### src/rtl/led_ctrl_pkg.sv
// Shared types for the multi-channel LED driver: mode codes, per-channel config record, mode check.
// Build option LED_BREATHE_EN enables the BREATHE mode code.
package led_ctrl_pkg;

    typedef enum logic [2:0] {
        MODE_OFF     = 3'd0,
        MODE_ON      = 3'd1,
        MODE_BLINK   = 3'd2,
        MODE_PWM     = 3'd3,
        MODE_BREATHE = 3'd4
    } mode_t;

    localparam int DIVW_DEF = 5;
    localparam int PWMW_DEF = 8;

    typedef struct packed {
        mode_t               mode;
        logic [DIVW_DEF-1:0] div;
        logic [PWMW_DEF-1:0] duty;
    } chan_cfg_t;

    function automatic logic mode_ok(input logic [2:0] code);
`ifdef LED_BREATHE_EN
        return code <= 3'd4;
`else
        return code <= 3'd3;
`endif
    endfunction

endpackage

### src/rtl/led_ctrl_multi_chan.sv
// One LED channel: config registers, blink counter, PWM compare, optional breathe stepping.
// Latency: led reflects a write one edge later; no backpressure, writes always accepted.
// Build option LED_BREATHE_EN adds the breathe direction flop and duty stepping.
module led_chan
    import led_ctrl_pkg::*;
#(
    parameter int DIVW    = 5,
    parameter int PWMW    = 8,
    parameter int DIV_RST = 24
) (
    input  logic            clk,
    input  logic            rst,
    input  logic            wr,
    input  mode_t           wr_mode,
    input  logic [DIVW-1:0] wr_div,
    input  logic [PWMW-1:0] wr_duty,
    input  logic [PWMW-1:0] pwm_cnt,
`ifdef LED_BREATHE_EN
    input  logic            pwm_wrap,
`endif
    output logic            led
);

    localparam int BCW = 2**DIVW - 1;

    typedef struct packed {
        mode_t           mode;
        logic [DIVW-1:0] div;
        logic [PWMW-1:0] duty;
    } cfg_t;

    cfg_t           cfg;
    logic [BCW-1:0] blink_cnt;
    logic [BCW-1:0] blink_mask;
    logic           blink;
    logic           blink_term;
    logic           blink_nxt;
    logic           pwm_on;
`ifdef LED_BREATHE_EN
    logic           rising;
`endif

    // Terminal count is 2**div - 1; shifting all-ones left by div clears exactly div low bits.
    assign blink_mask = ~({BCW{1'b1}} << cfg.div);
    assign blink_term = (blink_cnt == blink_mask);
    assign blink_nxt  = blink ^ blink_term;
    assign pwm_on     = (pwm_cnt < cfg.duty);

    always_ff @(posedge clk) begin
        if (rst) begin
            cfg       <= '{mode: MODE_OFF, div: DIVW'(DIV_RST), duty: '0};
            blink_cnt <= '0;
            blink     <= 1'b0;
            led       <= 1'b0;
`ifdef LED_BREATHE_EN
            rising    <= 1'b1;
`endif
        end else begin
            if (wr) begin
                cfg       <= '{mode: wr_mode, div: wr_div, duty: wr_duty};
                blink_cnt <= '0;
                blink     <= 1'b0;
`ifdef LED_BREATHE_EN
                rising    <= 1'b1;
`endif
            end else begin
                if (cfg.mode == MODE_BLINK) begin
                    blink_cnt <= blink_term ? '0 : blink_cnt + BCW'(1);
                    blink     <= blink_nxt;
                end
`ifdef LED_BREATHE_EN
                if (pwm_wrap && cfg.mode == MODE_BREATHE) begin
                    if (rising) begin
                        if (&cfg.duty) begin
                            rising   <= 1'b0;
                            cfg.duty <= cfg.duty - PWMW'(1);
                        end else begin
                            cfg.duty <= cfg.duty + PWMW'(1);
                        end
                    end else if (cfg.duty == '0) begin
                        rising   <= 1'b1;
                        cfg.duty <= cfg.duty + PWMW'(1);
                    end else begin
                        cfg.duty <= cfg.duty - PWMW'(1);
                    end
                end
`endif
            end

            case (cfg.mode)
                MODE_ON:                led <= 1'b1;
                MODE_BLINK:             led <= blink_nxt;
                MODE_PWM, MODE_BREATHE: led <= pwm_on;
                default:                led <= 1'b0;
            endcase
        end
    end

endmodule

### src/rtl/led_ctrl_multi.sv
// Multi-channel LED driver: write decode, shared PWM prescaler/counter, NUM_CH led_chan instances.
// Latency: config write visible on led_o one edge later, err_o one edge after a bad write.
// No backpressure: every write strobe is consumed; build option LED_BREATHE_EN enables BREATHE.
module led_ctrl_multi
    import led_ctrl_pkg::*;
#(
    parameter  int NUM_CH  = 4,
    parameter  int DIVW    = 5,
    parameter  int PWMW    = 8,
    parameter  int PRESC   = 4,
    parameter  int DIV_RST = 24,
    localparam int CHW     = (NUM_CH > 1) ? $clog2(NUM_CH) : 1
) (
    input  logic              clk100,
    input  logic              rst,
    input  logic              wren_i,
    input  logic [CHW-1:0]    ch_i,
    input  logic [2:0]        mode_i,
    input  logic [DIVW-1:0]   div_i,
    input  logic [PWMW-1:0]   duty_i,
    output logic              err_o,
    output logic [NUM_CH-1:0] led_o
);

    logic [PRESC-1:0] presc_cnt;
    logic [PWMW-1:0]  pwm_cnt;
    logic             tick;
    logic             ch_ok;
    logic             wr_ok;

    assign tick  = &presc_cnt;
    assign ch_ok = ({1'b0, ch_i} < (CHW+1)'(NUM_CH));
    assign wr_ok = wren_i && ch_ok && mode_ok(mode_i);

`ifdef LED_BREATHE_EN
    logic pwm_wrap;
    assign pwm_wrap = tick && (&pwm_cnt);
`endif

    // Prescaler and PWM counter free-run across config writes so all channels share one phase.
    always_ff @(posedge clk100) begin
        if (rst) begin
            presc_cnt <= '0;
            pwm_cnt   <= '0;
            err_o     <= 1'b0;
        end else begin
            presc_cnt <= presc_cnt + PRESC'(1);
            if (tick) begin
                pwm_cnt <= pwm_cnt + PWMW'(1);
            end
            err_o <= wren_i && !wr_ok;
        end
    end

    for (genvar g = 0; g < NUM_CH; g++) begin : g_chan
        led_chan #(
            .DIVW    (DIVW),
            .PWMW    (PWMW),
            .DIV_RST (DIV_RST)
        ) u_chan (
            .clk      (clk100),
            .rst      (rst),
            .wr       (wr_ok && (ch_i == CHW'(g))),
            .wr_mode  (mode_t'(mode_i)),
            .wr_div   (div_i),
            .wr_duty  (duty_i),
            .pwm_cnt  (pwm_cnt),
`ifdef LED_BREATHE_EN
            .pwm_wrap (pwm_wrap),
`endif
            .led      (led_o[g])
        );
    end

endmodule

### config.mk
export PLATFORM = sky130hd
export DESIGN_NAME = led_ctrl_multi
export DESIGN_NICKNAME = d
export VERILOG_FILES = /design/src/rtl/led_ctrl_pkg.sv /design/src/rtl/led_ctrl_multi_chan.sv /design/src/rtl/led_ctrl_multi.sv
export SDC_FILE = /design/constraint.sdc
export NUM_CORES = 1
export LEC_CHECK = 0
export CAP_MARGIN = 5
export CORE_MARGIN = 5
export CORE_UTILIZATION = 45
export DETAILED_ROUTE_END_ITERATION = 7
export MAX_ROUTING_LAYER = met4
export PLACE_DENSITY = 0.72
export SYNTH_ARGS = -nofsm -noshare
export SYNTH_HDL_FRONTEND = slang
export SYNTH_SLANG_ARGS = --single-unit
### constraint.sdc
create_clock -name clk100 -period 5.3 [get_ports clk100]
set_clock_uncertainty 0.1 [all_clocks]
set_input_delay 0.795 -clock clk100 [delete_from_list [all_inputs] [get_ports clk100]]
set_output_delay 0.795 -clock clk100 [all_outputs]
set_load 0.01 [all_outputs]
# Word-level counts from Yosys, hierarchy flattened
# Cells that the tools add are included.
dict set report word_totals {
  output_inout_bits 5
  ramBits 0
  regBits 209
  latch_bits 0
  n_memories 0
  mem_bits_ro 0
  word_cells 98
}
dict set report classes {
  addsub 6
  div_mod_pow 0
  shift 4
  mul 0
  n_eq_ne 23
  n_reduce_logical 17
  order_cmp 5
  bitwise_logic 8
  n_mux 8
}
# operator n
set ops {}
lappend ops {{$add 31x1->31 const B} 4}
lappend ops {{$eq 31x31->1} 4}
lappend ops {{$mux 31} 4}
lappend ops {{$not 31->31} 4}
lappend ops {{$shl 31x5->31 const A} 4}
lappend ops {{$lt 8x8->1} 4}
lappend ops {{$eq 3x2->1 const B} 8}
lappend ops {{$reduce_or 2->1} 8}
lappend ops {{$eq 3x1->1 const B} 4}
lappend ops {{$eq 3x3->1 const B} 4}
lappend ops {{$pmux 1 s3} 4}
lappend ops {{$add 8x1->8 const B} 1}
lappend ops {{$logic_and 1x1->1} 6}
lappend ops {{$add 4x1->4 const B} 1}
lappend ops {{$eq 2x2->1 const B} 2}
lappend ops {{$reduce_and 4->1} 1}
lappend ops {{$xor 1x1->1} 4}
lappend ops {{$le 3x2->1 const B} 1}
lappend ops {{$eq 2x1->1 const B} 1}
lappend ops {{$logic_not 2->1} 1}
lappend ops {{$logic_not 1->1} 1}

# Logic depth before layout (Yosys ltp)
# Gate-level depths: netlist of the first run.
dict set report logic_depth {
  word_depth 5
  depth_mapped 13
  depth_no_buf 9
}

# Cells and area by module
# A second synthesis of the first run with hierarchy kept.
dict set report hier_totals {
  hier_cells 1547
  hier_area_um2 12472.0
}
# module cells_each area_per_inst_um2 n_inst
set modules_own_cells {}
lappend modules_own_cells {led_chan 372 2976.6 4}
lappend modules_own_cells {led_ctrl_multi 59 565.5 1}

# Least setup slack after synthesis of the first run
# No wires, ideal clock.
dict set report synth_path {
  kind {reg-to-reg}
  start {register g_chan[0].u_chan.cfg[12] (netlist name)}
  end {register g_chan[0].u_chan.blink_cnt[22]}
  slack_ns 2.346
  stages_incl_launch_ff 11
  required_time_ns 5.085
  arrival_time_ns 2.739
  path_cell_list {dfxtp_1 or4_1 a211oi_1 a21oi_1 or4_1 a2111o_1 or3_4 o21ai_2 buf_6 buf_6 nor2_1}
}
dict set report synth_via {
  elab_chain_cells 4
}
# item line
set synth_rtl {}
lappend synth_rtl {{from (decl)} led_ctrl_multi_chan.sv:32} ;# cfg_t cfg;
lappend synth_rtl {{from (signal assigned)} led_ctrl_multi_chan.sv:51} ;# cfg <= '{mode: MODE_OFF, div: DIVW'(DIV_RST), duty: '0};
lappend synth_rtl {{from (signal assigned)} led_ctrl_multi_chan.sv:60} ;# cfg <= '{mode: wr_mode, div: wr_div, duty: wr_duty};
lappend synth_rtl {{$shl 31x5->31} led_ctrl_multi_chan.sv:44} ;# assign blink_mask = ~({BCW{1'b1}} << cfg.div);
lappend synth_rtl {{$not 31->31} led_ctrl_multi_chan.sv:44}
lappend synth_rtl {{$eq 31x31->1} led_ctrl_multi_chan.sv:45} ;# assign blink_term = (blink_cnt == blink_mask);
lappend synth_rtl {{$mux 31} led_ctrl_multi_chan.sv:68} ;# blink_cnt <= blink_term ? '0 : blink_cnt + BCW'(1);
lappend synth_rtl {{to (signal assigned)} led_ctrl_multi_chan.sv:68}
lappend synth_rtl {{to (decl)} led_ctrl_multi_chan.sv:33} ;# logic [BCW-1:0] blink_cnt;
# Every way passes these cells.
# A chain may end at the register's enable or synchronous reset.

# Final worst setup path of the first run
dict set report layout_path {
  start {register g_chan[2].u_chan.cfg[12] (netlist name)}
  end {register g_chan[2].u_chan.blink_cnt[20]}
}
dict set report layout_via {
  elab_chain_cells 4
}
# item line
set layout_rtl {}
lappend layout_rtl {{from (decl)} led_ctrl_multi_chan.sv:32}
lappend layout_rtl {{from (signal assigned)} led_ctrl_multi_chan.sv:51}
lappend layout_rtl {{from (signal assigned)} led_ctrl_multi_chan.sv:60}
lappend layout_rtl {{$shl 31x5->31} led_ctrl_multi_chan.sv:44}
lappend layout_rtl {{$not 31->31} led_ctrl_multi_chan.sv:44}
lappend layout_rtl {{$eq 31x31->1} led_ctrl_multi_chan.sv:45}
lappend layout_rtl {{$mux 31} led_ctrl_multi_chan.sv:68}
lappend layout_rtl {{to (signal assigned)} led_ctrl_multi_chan.sv:68}
lappend layout_rtl {{to (decl)} led_ctrl_multi_chan.sv:33}
# Every way passes these cells.

==> impl_metrics.csv, run 1 <==
group,metric,value,unit
worst_setup_path,timing.rr.start,"g_chan[2].u_chan.cfg[12]",
worst_setup_path,required,5.56,ns
status,status,"finished, final reports clean",
finish,regArea,0.004184,mm²
die,die_area,0.03090,mm²
drt,drt.antenna.violating_nets,0,
place,io_buffers,25,
sta,rsz0062_at_grt,"no",
sta,slew_violations,0,
sta,fin_crit_sh,0.7360,
place,gp_congestion,0.9206,
sta,max_slew.worst_pin.slew,1.043,ns
logic_synthesis,synth_cells,1630,
sta,hold_violations,0,
worst_setup_path,path_max_fanout,29,
die,coreArea,0.02703,mm²
finish,syn_to_final_growth,8.751,%
place,dp_hpwl,21250,µm
drt,drtIter0Drc,1007,
die,row_count,60,
clocking,postCtsHoldBufs,0,
worst_setup_path,r2r_slack,1.40,ns
sta,fin_setup_tns,0,ns
die,die_h,175.8,µm
die,ios,26,
die,die_w,175.8,µm
drt,vias,11290,
worst_setup_path,crit_buf_inv,1,
clocking,cts_num_sinks,209,
logic_synthesis,syn_area,0.01237,mm²
power,p_leak,4.639,nW
global_routing,grt_remaining_overflow,0,
clocking,cts_tree,"yes",
clocking,ctsResizeCount,0,
finish,nNetsFinal,1641,
drt,firstDrtPassIters,5,
drt,via_per_inst,5.807,
power,power.total,3.397,mW
clocking,cts_buffers,24,
worst_setup_path,crit_arrival,4.16,ns
drt,drc,0,
global_routing,grt_pass1_wl,51920,µm
worst_hold_path,min_path_cells,1,
logic_synthesis,async_reset_ff_frac,0,
sta,worst_slack,1.399,ns
power,irDropWorstVdd,234.7,µV
logic_synthesis,ys_warn_count,0,
clocking,cts_root_buf,"clkbuf_16",
logic_synthesis,ys.flop_type,"dfxtp_1",
sta,max_freq,256.4,MHz
logic_synthesis,synth_edf_count,0,
global_routing,grt_use_total,0.2006,
logic_synthesis,ys_ff_latch,209,
finish,fillers,2616,
worst_setup_path,r2r-end,"g_chan[2].u_chan.blink_cnt[20]",
clocking,clock_latency,0.52,ns
logic_synthesis,postSynthAreaPerCell,7.588,µm²
worst_setup_path,slowest_stage,"nand2_1",
sta,setup_viol,0,
logic_synthesis,ys_types,74,
worst_setup_path,reg2reg_depth,8,
worst_setup_path,cp_cell_sequence,"buf_4, or2_2, or4_1, a2111oi_0, nor4b_1, nand3_1, nand2_1, nor2_1",
drt,wl_per_cell,15.74,µm
finish,fin_util,0.4977,
worst_hold_path,whs_endpoint,"presc_cnt[0]",
clocking,clkTransAtPathRegs,0.06,ns
finish,multiInputGateArea,0.007545,mm²
worst_hold_path,hp-start,"presc_cnt[0]",
drt,wirelength,30610,µm
sta,whs,0.3544,ns
flow_run,cap_violations,0,
clocking,post_cts_buffers,0,
die,start_util,0.4576,
worst_hold_path,hold_class,"flip-flop to flip-flop",
power,powerDensity,252.5,mW/mm²
worst_setup_path,slowest_delay,0.73,ns
global_routing,grt_start_max_net_pins,43,
place,preCtsSetupSlack,1.382,ns
logic_synthesis,synth_nets,1685,
global_routing,antenna_found_initial,1,
global_routing,first_global_vias,10330,
worst_setup_path,crit_path_end_kind,"flip-flop",
worst_setup_path,path_class,"flip-flop to flip-flop",
clocking,clockBufferDepth,3,
sta,period_needed,3.901,ns
clocking,h-tree-depth,1,
worst_setup_path,cpLargestDelayFamily,"simple AND/OR/NAND/NOR gates",
worst_setup_path,startpoint_type,"flip-flop",
sta,relSlewSlack,0.3039,
logic_synthesis,ys_seq_area_frac,0.3383,
finish,layout-drive-gt1-share,0.03681,
==> synthesized netlist by cell type, types with 5 or more instances <==
| library cell | n | area share |
|---|---|---|
| and3_1 | 50 | 0.025 |
| and4_1 | 12 | 0.0085 |
| dfxtp_1 | 209 | 0.34 |
| nand2b_1 | 24 | 0.012 |
| nor2_1 | 198 | 0.060 |
| a2111oi_0 | 10 | 0.0071 |
| nand4_1 | 41 | 0.021 |
| a21oi_1 | 99 | 0.040 |
| and2_1 | 11 | 0.0056 |
| buf_2 | 17 | 0.0069 |
| a221oi_1 | 8 | 0.0057 |
| nor4b_1 | 5 | 0.0035 |
| or3_1 | 12 | 0.0061 |
| nand3_1 | 70 | 0.028 |
| nor3_1 | 35 | 0.014 |
| nor4_1 | 13 | 0.0066 |
| o21ai_0 | 51 | 0.021 |
| a211oi_1 | 14 | 0.0085 |
| o22ai_1 | 13 | 0.0066 |
| o31a_1 | 5 | 0.0035 |
| inv_1 | 53 | 0.016 |
| xor2_1 | 91 | 0.064 |
| o21a_1 | 7 | 0.0042 |
| nor2b_1 | 22 | 0.011 |
| xnor2_1 | 50 | 0.035 |
| a21o_1 | 13 | 0.0079 |
| nor3b_1 | 8 | 0.0049 |
| o211ai_1 | 12 | 0.0073 |
| or2_2 | 7 | 0.0035 |
| a21boi_0 | 9 | 0.0055 |
| nand3b_1 | 6 | 0.0036 |
| mux2i_1 | 7 | 0.0057 |
| or4_1 | 9 | 0.0055 |
| o21bai_1 | 6 | 0.0036 |
| a311oi_1 | 6 | 0.0042 |
| clkbuf_1 | 70 | 0.021 |
| nand2_1 | 224 | 0.068 |
| ha_1 | 34 | 0.034 |
| a31oi_1 | 13 | 0.0066 |
| buf_1 | 12 | 0.0036 |
==> worst max-delay path by stage <==
stage	start	to	cells after the start
global placement	g_chan[0].u_chan.cfg[11]	g_chan[0].u_chan.blink_cnt[27]	9
finish	g_chan[2].u_chan.cfg[12]	g_chan[2].u_chan.blink_cnt[20]	8
floorplan	g_chan[0].u_chan.cfg[12]	g_chan[0].u_chan.blink_cnt[22]	10
CTS	g_chan[2].u_chan.cfg[12]	g_chan[2].u_chan.blink_cnt[20]	8
global route	g_chan[2].u_chan.cfg[12]	g_chan[2].u_chan.blink_cnt[8]	8
detailed placement	g_chan[2].u_chan.cfg[12]	g_chan[2].u_chan.blink_cnt[20]	8
==> cell type report <==
cell class | count | share of cell area
diodes | 1 | 0.0001860
clock buffers | 39 | 0.05330
clock inverters | 4 | 0.004186
inverters | 53 | 0.01479
multi-input cells | 1263 | 0.5609
flip-flops and latches | 209 | 0.3111
well taps | 341 | 0.03172
repair buffers | 35 | 0.02381
==> cell families after synthesis <==
family          synth area share
compound gates            0.1685
xor+xnor                 0.09985
fa+ha+maj                0.03440
buf+inv                  0.05210
flops                     0.3383
mux                     0.007486
simple gates              0.2993
==> flip-flops by register name (all words and copies together) (netlist names) <==
name                     flops
g_chan.u_chan.led            4
presc_cnt                    4
g_chan.u_chan.blink          4
pwm_cnt                      8
g_chan.u_chan.blink_cnt    124
g_chan.u_chan.cfg           64
err_o                        1
==> metal layers <==
layer / GRT usage / vias to the layer above / share of wire
met5: - / - / 0
met4: 0.05133 / 0 / 0.022
met3: 0.02734 / 60 / 0.051
met2: 0.3075 / 292 / 0.45
met1: 0.2804 / 5306 / 0.48
li1: - / 5636 / -
==> metrics by stage <==
step / cell area (µm²) / instances
final: 13450 / 1945
after global placement: 12670 / 1901
after floorplan: 12370 / 1630
after detailed placement: 12670 / 1901
after CTS: 13450 / 1944
after global routing: 13450 / 1945
==> cells in the final DEF, fill, tap and decap left out, types with 24 or more instances in the layout <==
cell             netlist  routed
nand2_1              224     224
dfxtp_1              209     209
nor2_1               198     198
a21oi_1               99      99
xor2_1                91      91
nand3_1               70      70
inv_1                 53      53
o21ai_0               51      51
and3_1                50      50
xnor2_1               50      50
nand4_1               41      41
nor3_1                35      34
ha_1                  34      34
nand2b_1              24      24
clkbuf_16              0      24
clkdlybuf4s50_1        0      24
==> power by group <==
group | internal [mW] | switching [mW]
clock network | 0.969 | 0.646
logic | 0.0631 | 0.103
registers | 1.59 | 0.0302
Note: power is estimated with default switching activity, not from simulation.
==> inputs of run 2 (changes only) <==
==> constraint.sdc (replaced) <==
create_clock -name clk100 -period 4 [get_ports clk100]
set_clock_uncertainty 0.1 [all_clocks]
set_input_delay 0.6 -clock clk100 [delete_from_list [all_inputs] [get_ports clk100]]
set_output_delay 0.6 -clock clk100 [all_outputs]
set_load 0.01 [all_outputs]
==> run 2 against run 1 <==
Effect of this change:
- clock-buffer cell count shrank 5
- first-iteration DRC count up 6.0%
- fmax increased by 12%
- non-clock buffer count is 13 higher
- critical path type unchanged
==> impl_metrics.csv, run 2 (synthesis gave the netlist of run 1 again) <==
group,metric,value,unit
finish,syn_to_final_growth,9.448,%
die,die_h,175.8,µm
finish,layout-drive-gt1-share,0.04529,
clocking,clockBufferDepth,3,
sta,fin_crit_sh,0.8703,
worst_setup_path,startpoint_type,"flip-flop",
global_routing,grt_use_total,0.2034,
finish,final_common_cell,"nand2_1",
global_routing,busiest_layer,"met2",
die,row_count,60,
global_routing,grt_pass1_wl,52780,µm
global_routing,use_met2,0.3139,
clocking,cts_root_buf,"clkbuf_16",
global_routing,grt_start_max_net_pins,64,
worst_setup_path,timing.rr.start,"g_chan[0].u_chan.cfg[11]",
place,gp_congestion,0.9487,
worst_setup_path,critPathLaunch,"g_chan[0].u_chan.cfg[11]",
worst_hold_path,min_path_cells,1,
global_routing,use_met1,0.2785,
finish,regMostFlops,"g_chan.u_chan.blink_cnt",
sta,max_slew.worst_pin.slew,1.039,ns
worst_setup_path,path_class,"flip-flop to flip-flop",
drt,vias,11410,
global_routing,first_global_vias,10620,
clocking,postCtsHoldBufs,0,
place,place_area,0.01277,mm²
finish,nNetsFinal,1654,
worst_setup_path,crit_buf_inv,2,
global_routing,antenna_found_initial,1,
status,status,"finished, final reports clean",
drt,wl_per_cell,15.91,µm
clocking,cts_num_sinks,209,
die,ios,26,
power,power.total,4.498,mW
power,irDropWorstVdd,265.1,µV
sta,whs,0.3539,ns
finish,largest_register_ffs,124,
power,p_leak,4.698,nW
sta,hold_violations,0,
worst_hold_path,hp-start,"presc_cnt[0]",
place,io_buffers,25,
drt,drt.antenna.violating_nets,0,
worst_setup_path,slowest_stage,"a2111oi_0",
worst_hold_path,whs_endpoint,"presc_cnt[0]",
worst_setup_path,reg2reg_depth,9,
die,die_w,175.8,µm
worst_setup_path,cp_cell_sequence,"inv_1, a2111oi_0, o32a_1, nand4b_1, a2111o_1, or3_4, o21ai_2, buf_4, nor2_1",
drt,drc,0,
clocking,post_cts_buffers,0,
die,start_util,0.4576,
place,dp_hpwl,21750,µm
worst_setup_path,slowest_delay,0.65,ns
power,powerDensity,332.3,mW/mm²
worst_setup_path,path_max_fanout,29,
sta,period_needed,3.481,ns
worst_hold_path,hold_class,"flip-flop to flip-flop",
global_routing,grt_remaining_overflow,0,
sta,relSlewSlack,0.3010,
finish,layout_common_cells,"224 x nand2_1, 209 x dfxtp_1, 198 x nor2_1, 99 x a21oi_1, 91 x xor2_1",
drt,drtIter0Drc,1067,
sta,fin_setup_tns,0,ns
clocking,ctsResizeCount,0,
sta,max_freq,287.3,MHz
drt,firstDrtPassIters,5,
finish,top_regs,"g_chan.u_chan.blink_cnt: 124 flops, g_chan.u_chan.cfg: 64 flops, pwm_cnt: 8 flops",
worst_setup_path,crit_path_end_kind,"flip-flop",
drt,via_per_inst,5.838,
worst_setup_path,r2r_slack,0.52,ns
clocking,cts_tree,"yes",
worst_setup_path,required,4.29,ns
clocking,h-tree-depth,1,
sta,setup_viol,0,
worst_setup_path,cpLargestDelayFamily,"compound AO/OA/AOI/OAI gates",
clocking,clock_latency,0.51,ns
die,coreArea,0.02703,mm²
sta,slew_violations,0,
die,die_area,0.03090,mm²
sta,rsz0062_at_grt,"no",
worst_setup_path,crit_arrival,3.77,ns
clocking,cts_buffers,24,
clocking,clkTransAtPathRegs,0.06,ns
worst_setup_path,r2r-end,"g_chan[0].u_chan.blink_cnt[18]",
global_routing,grtUsageMet3,0.03099,
flow_run,cap_violations,0,
drt,wirelength,31100,µm
finish,fin_area,0.01354,mm²
==> run 2: changes by cell type in the layout (fill, tap and decap cells not counted), sizes merged <==
cell      change
clkbuf        -5
clkinvlp      +1
buf          +13
==> run 2: how the worst max path moves through the flow <==
stage | end | slack [ns] | depth (start not counted)
2_1_floorplan | g_chan[0].u_chan.blink_cnt[22] | 1.05 | 10
3_3_place_gp | g_chan[0].u_chan.blink_cnt[25] | 0.53 | 9
3_5_place_dp | g_chan[3].u_chan.blink_cnt[13] | 0.66 | 9
4_1_cts | g_chan[0].u_chan.blink_cnt[18] | 0.65 | 9
5_1_grt | g_chan[0].u_chan.blink_cnt[17] | 0.26 | 9
6_report | g_chan[0].u_chan.blink_cnt[18] | 0.52 | 9
==> run 2: stage by stage <==
| step | setup slack [ns] | cells | util |
|---|---|---|---|
| after CTS | 0.6464 | 1953 | 0.5008 |
| after global placement | 0.5329 | 1914 | 0.4726 |
| after global routing | 0.2599 | 1954 | 0.5009 |
| after detailed placement | 0.6648 | 1914 | 0.4726 |
| after floorplan | 1.046 | 1630 | - |
| final | 0.5188 | 1954 | 0.5009 |
==> run 2: report_power, final <==
group,total (mW),internal [mW],switching [mW]
Clock,2.13,1.28,0.845
Sequential,2.13,2.10,0.0342
Combinational,0.235,0.0897,0.145
==> run 2: final cells by class <==
cell class	instances	area, µm²
antenna	1	2.502
tap	341	426.7
fill	2538	13490
timing repair buffer	48	417.9
clock buffer	34	709.4
multi-input combinational	1263	7545
clock inverter	5	52.55
sequential	209	4184
inverter	53	198.9
==> run 2: worst register-to-register path: cells and delay by family (launching register included) <==
kind | cells | cell delay [ns]
compound gates | 4 | 1.46
simple gates | 3 | 0.61
flops | 1 | 0.63
buf+inv | 2 | 0.56
==> run 2: metal layers <==
layer,share of wire,wire length [µm]
met3,0.063,1960
met1,0.47,14510
met5,0,0
met2,0.44,13830
met4,0.026,803
==> inputs of run 3 (changes only) <==
--- a/config.mk
+++ b/config.mk
@@ -8,9 +8,11 @@
 export CAP_MARGIN = 5
 export CORE_MARGIN = 5
 export CORE_UTILIZATION = 45
+export CTS_CLUSTER_DIAMETER = 200
 export DETAILED_ROUTE_END_ITERATION = 7
 export MAX_ROUTING_LAYER = met4
 export PLACE_DENSITY = 0.72
+export REMOVE_ABC_BUFFERS = 1
 export SYNTH_ARGS = -nofsm -noshare
 export SYNTH_HDL_FRONTEND = slang
 export SYNTH_SLANG_ARGS = --single-unit
==> run 3 against run 2 <==
Effect of this change:
- final cell count rose by 0.31%
- combinational power barely moved
- core utilization is 0.12 points higher
- power is 0.73% higher
- clock-buffer cell count up 3
- critical path depth increased by 1
- die area did not move
- clock power about the same
- critical path type unchanged
- highest routed layer unchanged
==> impl_metrics.csv, run 3 (synthesis gave the netlist of run 1 again) <==
group,metric,value,unit
status,status,"finished, final reports clean",
worst_setup_path,slowest_stage,"nor4b_1",
finish,fin_area,0.01357,mm²
worst_setup_path,path_depth,10,
clocking,clock_latency,0.52,ns
sta,relSlewSlack,0.4061,
sta,slew_violations,0,
global_routing,grt_use_total,0.2024,
worst_hold_path,hold_class,"flip-flop to flip-flop",
clocking,ctsResizeCount,0,
power,swShare,0.2329,
global_routing,grt_remaining_overflow,0,
power,clkPwrFrac,0.477,
finish,fin_util,0.5021,
power,irDropWorstVdd,342.2,µV
global_routing,antenna_found_initial,1,
die,die_w,175.8,µm
clocking,h-tree-depth,1,
finish,top_regs,"g_chan.u_chan.blink_cnt: 124 flops, g_chan.u_chan.cfg: 64 flops, pwm_cnt: 8 flops",
die,row_count,60,
worst_setup_path,crit_arrival,3.76,ns
drt,wl_per_cell,15.92,µm
worst_hold_path,min_path_cells,1,
sta,max_slew.worst_pin.slew,0.8897,ns
worst_setup_path,crit_buf_inv,2,
worst_setup_path,crit_path_end_kind,"flip-flop",
place,gp_congestion,0.9299,
finish,layout_common_cells,"224 x nand2_1, 209 x dfxtp_1, 198 x nor2_1, 99 x a21oi_1, 91 x xor2_1",
power,powerDensity,333.9,mW/mm²
drt,firstDrtPassIters,5,
worst_setup_path,path_class,"flip-flop to flip-flop",
clocking,cts_num_sinks,209,
place,io_buffers,25,
finish,largest_register_ffs,124,
die,coreArea,0.02703,mm²
worst_setup_path,path_max_fanout,30,
clocking,postCtsHoldBufs,0,
global_routing,first_global_vias,10620,
drt,drt.antenna.violating_nets,0,
place,dp_hpwl,22120,µm
finish,fillers,2610,
drt,vias,11430,
sta,fin_setup_tns,0,ns
worst_setup_path,critPathLaunch,"g_chan[2].u_chan.cfg[11]",
sta,hold_violations,0,
sta,period_needed,3.472,ns
worst_setup_path,startpoint_type,"flip-flop",
finish,final_common_cell,"nand2_1",
power,pwr-share-comb,0.052,
drt,drc,0,
die,die_area,0.03090,mm²
worst_hold_path,hp-start,"presc_cnt[0]",
drt,wirelength,31200,µm
finish,layout-drive-gt1-share,0.04883,
clocking,clockBufferDepth,3,
sta,rsz0062_at_grt,"no",
global_routing,grt_start_max_net_pins,34,
worst_setup_path,cp_cell_sequence,"buf_4, or4b_2, o31a_1, a21oi_1, o22ai_1, nor4b_1, nand3_1, nand2_1, buf_4, nor2_1",
power,power.total,4.531,mW
sta,whs,0.3433,ns
place,place_area,0.01278,mm²
sta,setup_viol,0,
clocking,cts_tree,"yes",
worst_setup_path,cpLargestDelayFamily,"simple AND/OR/NAND/NOR gates",
power,seq_power_share,0.471,
flow_run,cap_violations,0,
power,p_leak,4.723,nW
die,ios,26,
clocking,clkTransAtPathRegs,0.06,ns
power,p_switching,1.055,mW
clocking,post_cts_buffers,0,
clocking,cts_buffers,24,
finish,regMostFlops,"g_chan.u_chan.blink_cnt",
drt,drtIter0Drc,1074,
worst_setup_path,required,4.29,ns
worst_setup_path,timing.rr.start,"g_chan[2].u_chan.cfg[11]",
finish,syn_to_final_growth,9.722,%
power,p_int,3.476,mW
die,die_h,175.8,µm
worst_setup_path,slowest_delay,0.64,ns
sta,max_freq,288.0,MHz
die,start_util,0.4576,
global_routing,grt_pass1_wl,52740,µm
finish,nNetsFinal,1655,
worst_setup_path,reg2reg_depth,10,
drt,via_per_inst,5.832,
sta,fin_crit_sh,0.8679,
clocking,cts_root_buf,"clkbuf_16",
worst_setup_path,cp_common_cell,"buf_4",
## run 3: metrics by stage
stage / setup WS (ns) / instances
after floorplan: 0.4640 / 1525
after global placement: 0.6737 / 1915
after detailed placement: 0.5774 / 1915
after CTS: 0.5667 / 1959
after global routing: 0.2262 / 1960
final: 0.5283 / 1960
## run 3: final cells by class
type                            count  area (µm²)  area share
Clock buffer                       37       750.7     0.05532
Clock inverter                      7       37.54    0.002766
Multi-Input combinational cell   1263        7545      0.5560
Tap cell                          341       426.7     0.03144
Timing Repair Buffer               49       425.4     0.03135
Inverter                           53       198.9     0.01466
Antenna cell                        1       2.502   0.0001844
Sequential cell                   209        4184      0.3083
## run 3: routing by layer
| layer | wire length [µm] | global-route usage | part of all wire | up-vias |
|---|---|---|---|---|
| met4 | 680 | 0.05166 | 0.022 | 0 |
| met1 | 14270 | 0.2673 | 0.46 | 5410 |
| met3 | 1544 | 0.03013 | 0.049 | 61 |
| li1 | - | - | - | 5656 |
| met5 | 0 | - | 0 | - |
| met2 | 14710 | 0.3276 | 0.47 | 303 |
## run 3: power groups by stage
stage          Sequential (mW)  Combinational (mW)  Clock [mW]
2_1_floorplan             2.18               0.122           0
3_3_place_gp              2.18               0.229           0
3_5_place_dp              2.18               0.233           0
4_1_cts                   2.13               0.234        2.22
5_1_grt                   2.14               0.260        2.30
6_report                  2.13               0.235        2.16
## run 3: path summary, 6_finish.rpt
kind	endpoint	slack, ns
max reg2reg	g_chan[2].u_chan.blink_cnt[10]	0.53
min	presc_cnt[0]	0.34
min reg2reg	presc_cnt[0]	0.34
max	g_chan[2].u_chan.blink_cnt[10]	0.53
